`config.mk`:
```
export PLATFORM = sky130hd
export DESIGN_NAME = seg7card_rx
export DESIGN_NICKNAME = d
export VERILOG_FILES = /design/src/rtl/seg7card_rx.sv
export SDC_FILE = /design/constraint.sdc
export NUM_CORES = 1
export LEC_CHECK = 0
export ABC_AREA = 1
export CAP_MARGIN = 20
export CORE_ASPECT_RATIO = 1.4
export CORE_MARGIN = 2
export CORE_UTILIZATION = 49
export CTS_CLUSTER_DIAMETER = 80
export DETAILED_ROUTE_END_ITERATION = 10
export PLACE_DENSITY = 0.68
export SKIP_CTS_REPAIR_TIMING = 1
export SLEW_MARGIN = 20
export SYNTH_ARGS = -nofsm -noshare
export SYNTH_HDL_FRONTEND = slang
export SYNTH_SLANG_ARGS = --single-unit
```
`constraint.sdc`:
```
create_clock -name clk -period 3.45 [get_ports clk]
set_clock_uncertainty 0.1 [all_clocks]
set_input_delay 0.5175 -clock clk [delete_from_list [all_inputs] [get_ports clk]]
set_output_delay 0.5175 -clock clk [all_outputs]
set_load 0.01 [all_outputs]
```
`src/rtl/seg7card_rx.sv`:
```
// ============================================================================
// Module      : seg7card_rx
// Description : Recovers a card code (1..13) from an asynchronous active-low
//               7-segment bus, debounces it and hands each new card over a
//               valid/ready interface. Optional macro SEG7CARD_ERR_EN enables
//               the card_err pulse for accepted illegal patterns.
// Revision    : 1.0 - initial release
// ============================================================================
`default_nettype none

module seg7card_rx #(
    parameter int STABLE_CYCLES = 4
) (
    input  logic       clk,
    input  logic       reset,
    input  logic [6:0] seg_in,
    input  logic       card_ready,
    output logic [3:0] card_out,
    output logic       card_valid,
    output logic       card_err,
    output logic       locked,
    output logic       overrun
);

    localparam logic [1:0] C_IDLE   = 2'd0;
    localparam logic [1:0] C_SETTLE = 2'd1;
    localparam logic [1:0] C_HOLD   = 2'd2;
    localparam logic [6:0] C_BLANK  = 7'b1111111;
    localparam logic [7:0] C_STABLE = 8'(STABLE_CYCLES);

    logic [6:0] r_s1;
    logic [6:0] r_s2;
    logic [6:0] r_cand;
    logic [7:0] r_cnt;
    logic [1:0] r_state;
    logic [3:0] r_card_out;
    logic       r_card_valid;
    logic       r_locked;
    logic       r_overrun;
    logic       w_legal;
    logic [3:0] w_code;

    always_comb begin
        w_legal = 1'b1;
        w_code  = 4'd0;
        case (r_cand)
            7'b0001000: w_code = 4'd1;
            7'b0100100: w_code = 4'd2;
            7'b0110000: w_code = 4'd3;
            7'b0011001: w_code = 4'd4;
            7'b0010010: w_code = 4'd5;
            7'b0000010: w_code = 4'd6;
            7'b1111000: w_code = 4'd7;
            7'b0000000: w_code = 4'd8;
            7'b0010000: w_code = 4'd9;
            7'b1000000: w_code = 4'd10;
            7'b1100001: w_code = 4'd11;
            7'b0011000: w_code = 4'd12;
            7'b0001001: w_code = 4'd13;
            default:    w_legal = 1'b0;
        endcase
    end

`ifdef SEG7CARD_ERR_EN
    logic r_card_err;
    logic w_blank;
    assign w_blank  = (r_cand == C_BLANK);
    assign card_err = r_card_err;
`else
    assign card_err = 1'b0;
`endif

    always_ff @(posedge clk) begin
        if (reset) begin
            r_s1         <= C_BLANK;
            r_s2         <= C_BLANK;
            r_cand       <= C_BLANK;
            r_cnt        <= 8'd0;
            r_state      <= C_IDLE;
            r_card_out   <= 4'd0;
            r_card_valid <= 1'b0;
            r_locked     <= 1'b0;
            r_overrun    <= 1'b0;
`ifdef SEG7CARD_ERR_EN
            r_card_err   <= 1'b0;
`endif
        end else begin
            r_s1 <= seg_in;
            r_s2 <= r_s1;
`ifdef SEG7CARD_ERR_EN
            r_card_err <= 1'b0;
`endif
            // Consumption first; an acceptance on the same edge overrides it.
            if (r_card_valid && card_ready) begin
                r_card_valid <= 1'b0;
            end
            case (r_state)
                C_IDLE, C_HOLD: begin
                    if (r_s2 != r_cand) begin
                        r_cand   <= r_s2;
                        r_cnt    <= 8'd1;
                        r_locked <= 1'b0;
                        r_state  <= C_SETTLE;
                    end
                end
                C_SETTLE: begin
                    if (r_s2 != r_cand) begin
                        r_cand   <= r_s2;
                        r_cnt    <= 8'd1;
                        r_locked <= 1'b0;
                    end else if (r_cnt == C_STABLE) begin
                        r_state <= C_HOLD;
                        if (w_legal) begin
                            r_card_out   <= w_code;
                            r_card_valid <= 1'b1;
                            r_locked     <= 1'b1;
                            if (r_card_valid && !card_ready) begin
                                r_overrun <= 1'b1;
                            end
                        end else begin
                            r_locked <= 1'b0;
`ifdef SEG7CARD_ERR_EN
                            r_card_err <= !w_blank;
`endif
                        end
                    end else begin
                        r_cnt <= r_cnt + 8'd1;
                    end
                end
                default: r_state <= C_IDLE;
            endcase
        end
    end

    assign card_out   = r_card_out;
    assign card_valid = r_card_valid;
    assign locked     = r_locked;
    assign overrun    = r_overrun;

endmodule

`default_nettype wire

```
==> qor.txt <==
Largest cells by area after synthesis = dfxtp_1 39%, nand2_1 15%, nor2_1 8.1%, nand3_1 6.6%, inv_1 5.8%
Most used cell, CP = nand2_1
Crit. End Element = register
Max-slew violations = 0
Max_cap viols = 0
Latest clock arrival within the worst-skew pair = 290 ps
Final Setup Violations = 0
Routed Antenna Nets = 0
GP Congestion = 0.914
Distinct cells, synth = 28
Sequential area share after synthesis = 0.389
Vias per inst = 4.99
Final Hold Viols = 0
Yosys warns = 0
DR WL/cell = 10.9 µm
Worst-path cell chain = xnor2_1, nand2_1, nor2_1, nand2_1, nand2_1, nand2_1, o211ai_1
Gate Count Post-Synth = 287
Top_reg_cell synth = dfxtp_1
Cell family with most CP delay = simple AND/OR/NAND/NOR gates
I/O pins = 18
Most frequent cells after synthesis = 77 x nand2_1, 42 x nor2_1, 38 x dfxtp_1
Async set-or-reset flop fraction in the synthesized netlist = 0
Number of synthesized flops with an enable pin = 0
Maximum clock frequency = 552 MHz
Top-count cell post-synth = nand2_1
First DRT Iteration DRCs = 119
Port bufs = 16
Num CTS Buffers = 5
Largest net degree at the start of global routing = 15
Htree depth = 2
Core area = 0.00388 mm²
CTS max path bufs = 2
Layout area overhead = 17.0%
Fin crit period = 1810 ps
Yosys reg bits = 38
Initial core utilization = 0.504
Type of the worst min-delay path = reg2reg
Crit path arrival time = 1930 ps
Diode count = 0
Placement Setup Slack = 1540 ps
Post-DP Area = 0.00215 mm²
Grt ovf = 0
Final nets = 317
Status = finished, final reports clean
Worst-path clk slew = 80 ps
Clock Sinks = 38
Setup WS post-layout = 1640 ps
Clock Tree Root = clkbuf_8
First-pass detailed-route iteration total = 4
Leak pwr = 1.08 nW
WL final = 3810 µm
Row count = 27
Mapped Nets = 299
Total number of vias = 1740
Worst Path Buf+Inv = 0
Critical path peak fanout = 13
Layout cell share with drive strength beyond 1 = 0.131
First-pass GRT wire length = 6870 µm
Startpoint types = register
Peak supply drop = 0.000408 V
Die Area = 0.00452 mm²
Crit path required time = 3560 ps
Slowest stage cell on the critical path = dfxtp_1
Total negative slack = 0 ps
Total GRT Usage = 0.192
Antenna violations before repair = 0
Power per cell area = 556 mW/mm²
Finished Core Util = 0.589
Synth top area share = 0.389
Critical path's largest stage delay = 510 ps
DIE HEIGHT = 78.8 µm
Final Cycle Share = 0.525
Mapped Area = 0.00196 mm²
Cell area after layout = 0.00229 mm²
Crit Path Category = reg2reg
Die Wd = 57.4 µm
Hpwl dp = 2940 µm
# DRC = 0
Final hold slack = 303 ps
Avg Cell Area, Syn = 6.82 µm²
TritonCTS clock tree = yes
Yosys top cell by area = dfxtp_1
Vias in the first global route = 1636
RSZ-0062 raised after global routing = false
metal layers:
metal,wire length (µm),global-route usage,vias to the layer above
met4,125,0.0953,0
met2,1970,0.342,23
met1,1640,0.213,780
met5,0,0,-
met3,85,0.0358,8
li1,-,-,929
per-stage QoR:
step                power [mW]  std cells
floorplan                0.760        287
global placement         0.823        341
detailed placement       0.828        341
CTS                       1.29        349
global route              1.35        349
finish                    1.27        349
area by class of cell:
cell class | instances | area (µm²)
clock inverters | 2 | 60.1
fillers | 377 | 1600
multi-input cells | 209 | 1040
flip-flops and latches | 38 | 761
inverters | 34 | 128
well taps | 43 | 53.8
clock buffers | 6 | 82.6
repair buffers | 17 | 168
final timing paths:
path                                start         to  slack, ps  cells after the start
worst max-delay path            r_cand[5]  r_cand[2]       1640                      7
worst min-delay path              r_s1[4]    r_s2[4]        300                      1
worst max register to register  r_cand[5]  r_cand[2]       1640                      7
worst min register to register    r_s1[4]    r_s2[4]        300                      1
placed cells by master (no fill, tap or decap), types with 2 or more instances in the layout:
| cell type | instances |
|---|---|
| nand2_1 | 77 |
| nor2_1 | 42 |
| dfxtp_1 | 38 |
| inv_1 | 30 |
| nand3_1 | 26 |
| clkdlybuf4s50_1 | 16 |
| or2_2 | 14 |
| a21oi_1 | 11 |
| o211ai_1 | 7 |
| clkbuf_8 | 6 |
| nor2_2 | 5 |
| inv_2 | 4 |
| nand2_2 | 4 |
| o21ai_0 | 3 |
| nor3_1 | 3 |
| xnor2_1 | 2 |
| nand3_4 | 2 |
| xor2_1 | 2 |
| o2111ai_1 | 2 |
| ha_1 | 2 |
| bufinv_16 | 2 |
kinds of logic after synthesis:
group,synth area share
DFF,0.389
AOI/OAI and AO/OA,0.0863
xor gates and xnor gates,0.0179
and+or+nand+nor,0.411
other,0.00192
buffers and inverters,0.0812
adders and majority gates,0.0128
worst reg2reg max path, cell delays in order (launching register included):
cell      delay [ps]
dfxtp_1          510
xnor2_1          160
nand2_1           60
nor2_1           200
nand2_1          160
nand2_1          340
nand2_1          110
o211ai_1          90
where the power goes:
group / switching (mW) / leakage, nW / total, mW / internal (mW)
Clock: 0.148 / 0.0714 / 0.456 / 0.308
Sequential: 0.0443 / 0.312 / 0.520 / 0.476
Combinational: 0.193 / 0.702 / 0.296 / 0.103
Total: 0.386 / 1.08 / 1.27 / 0.887
registers in the layout, summed over array words and instances, names as in the netlist:
signal and count:
r_s1 7, r_state 2, overrun 1, r_cnt 8, locked 1, r_s2 7, card_out 4, r_cand 7
card_valid 1
(Power assumes the default switching activity.)
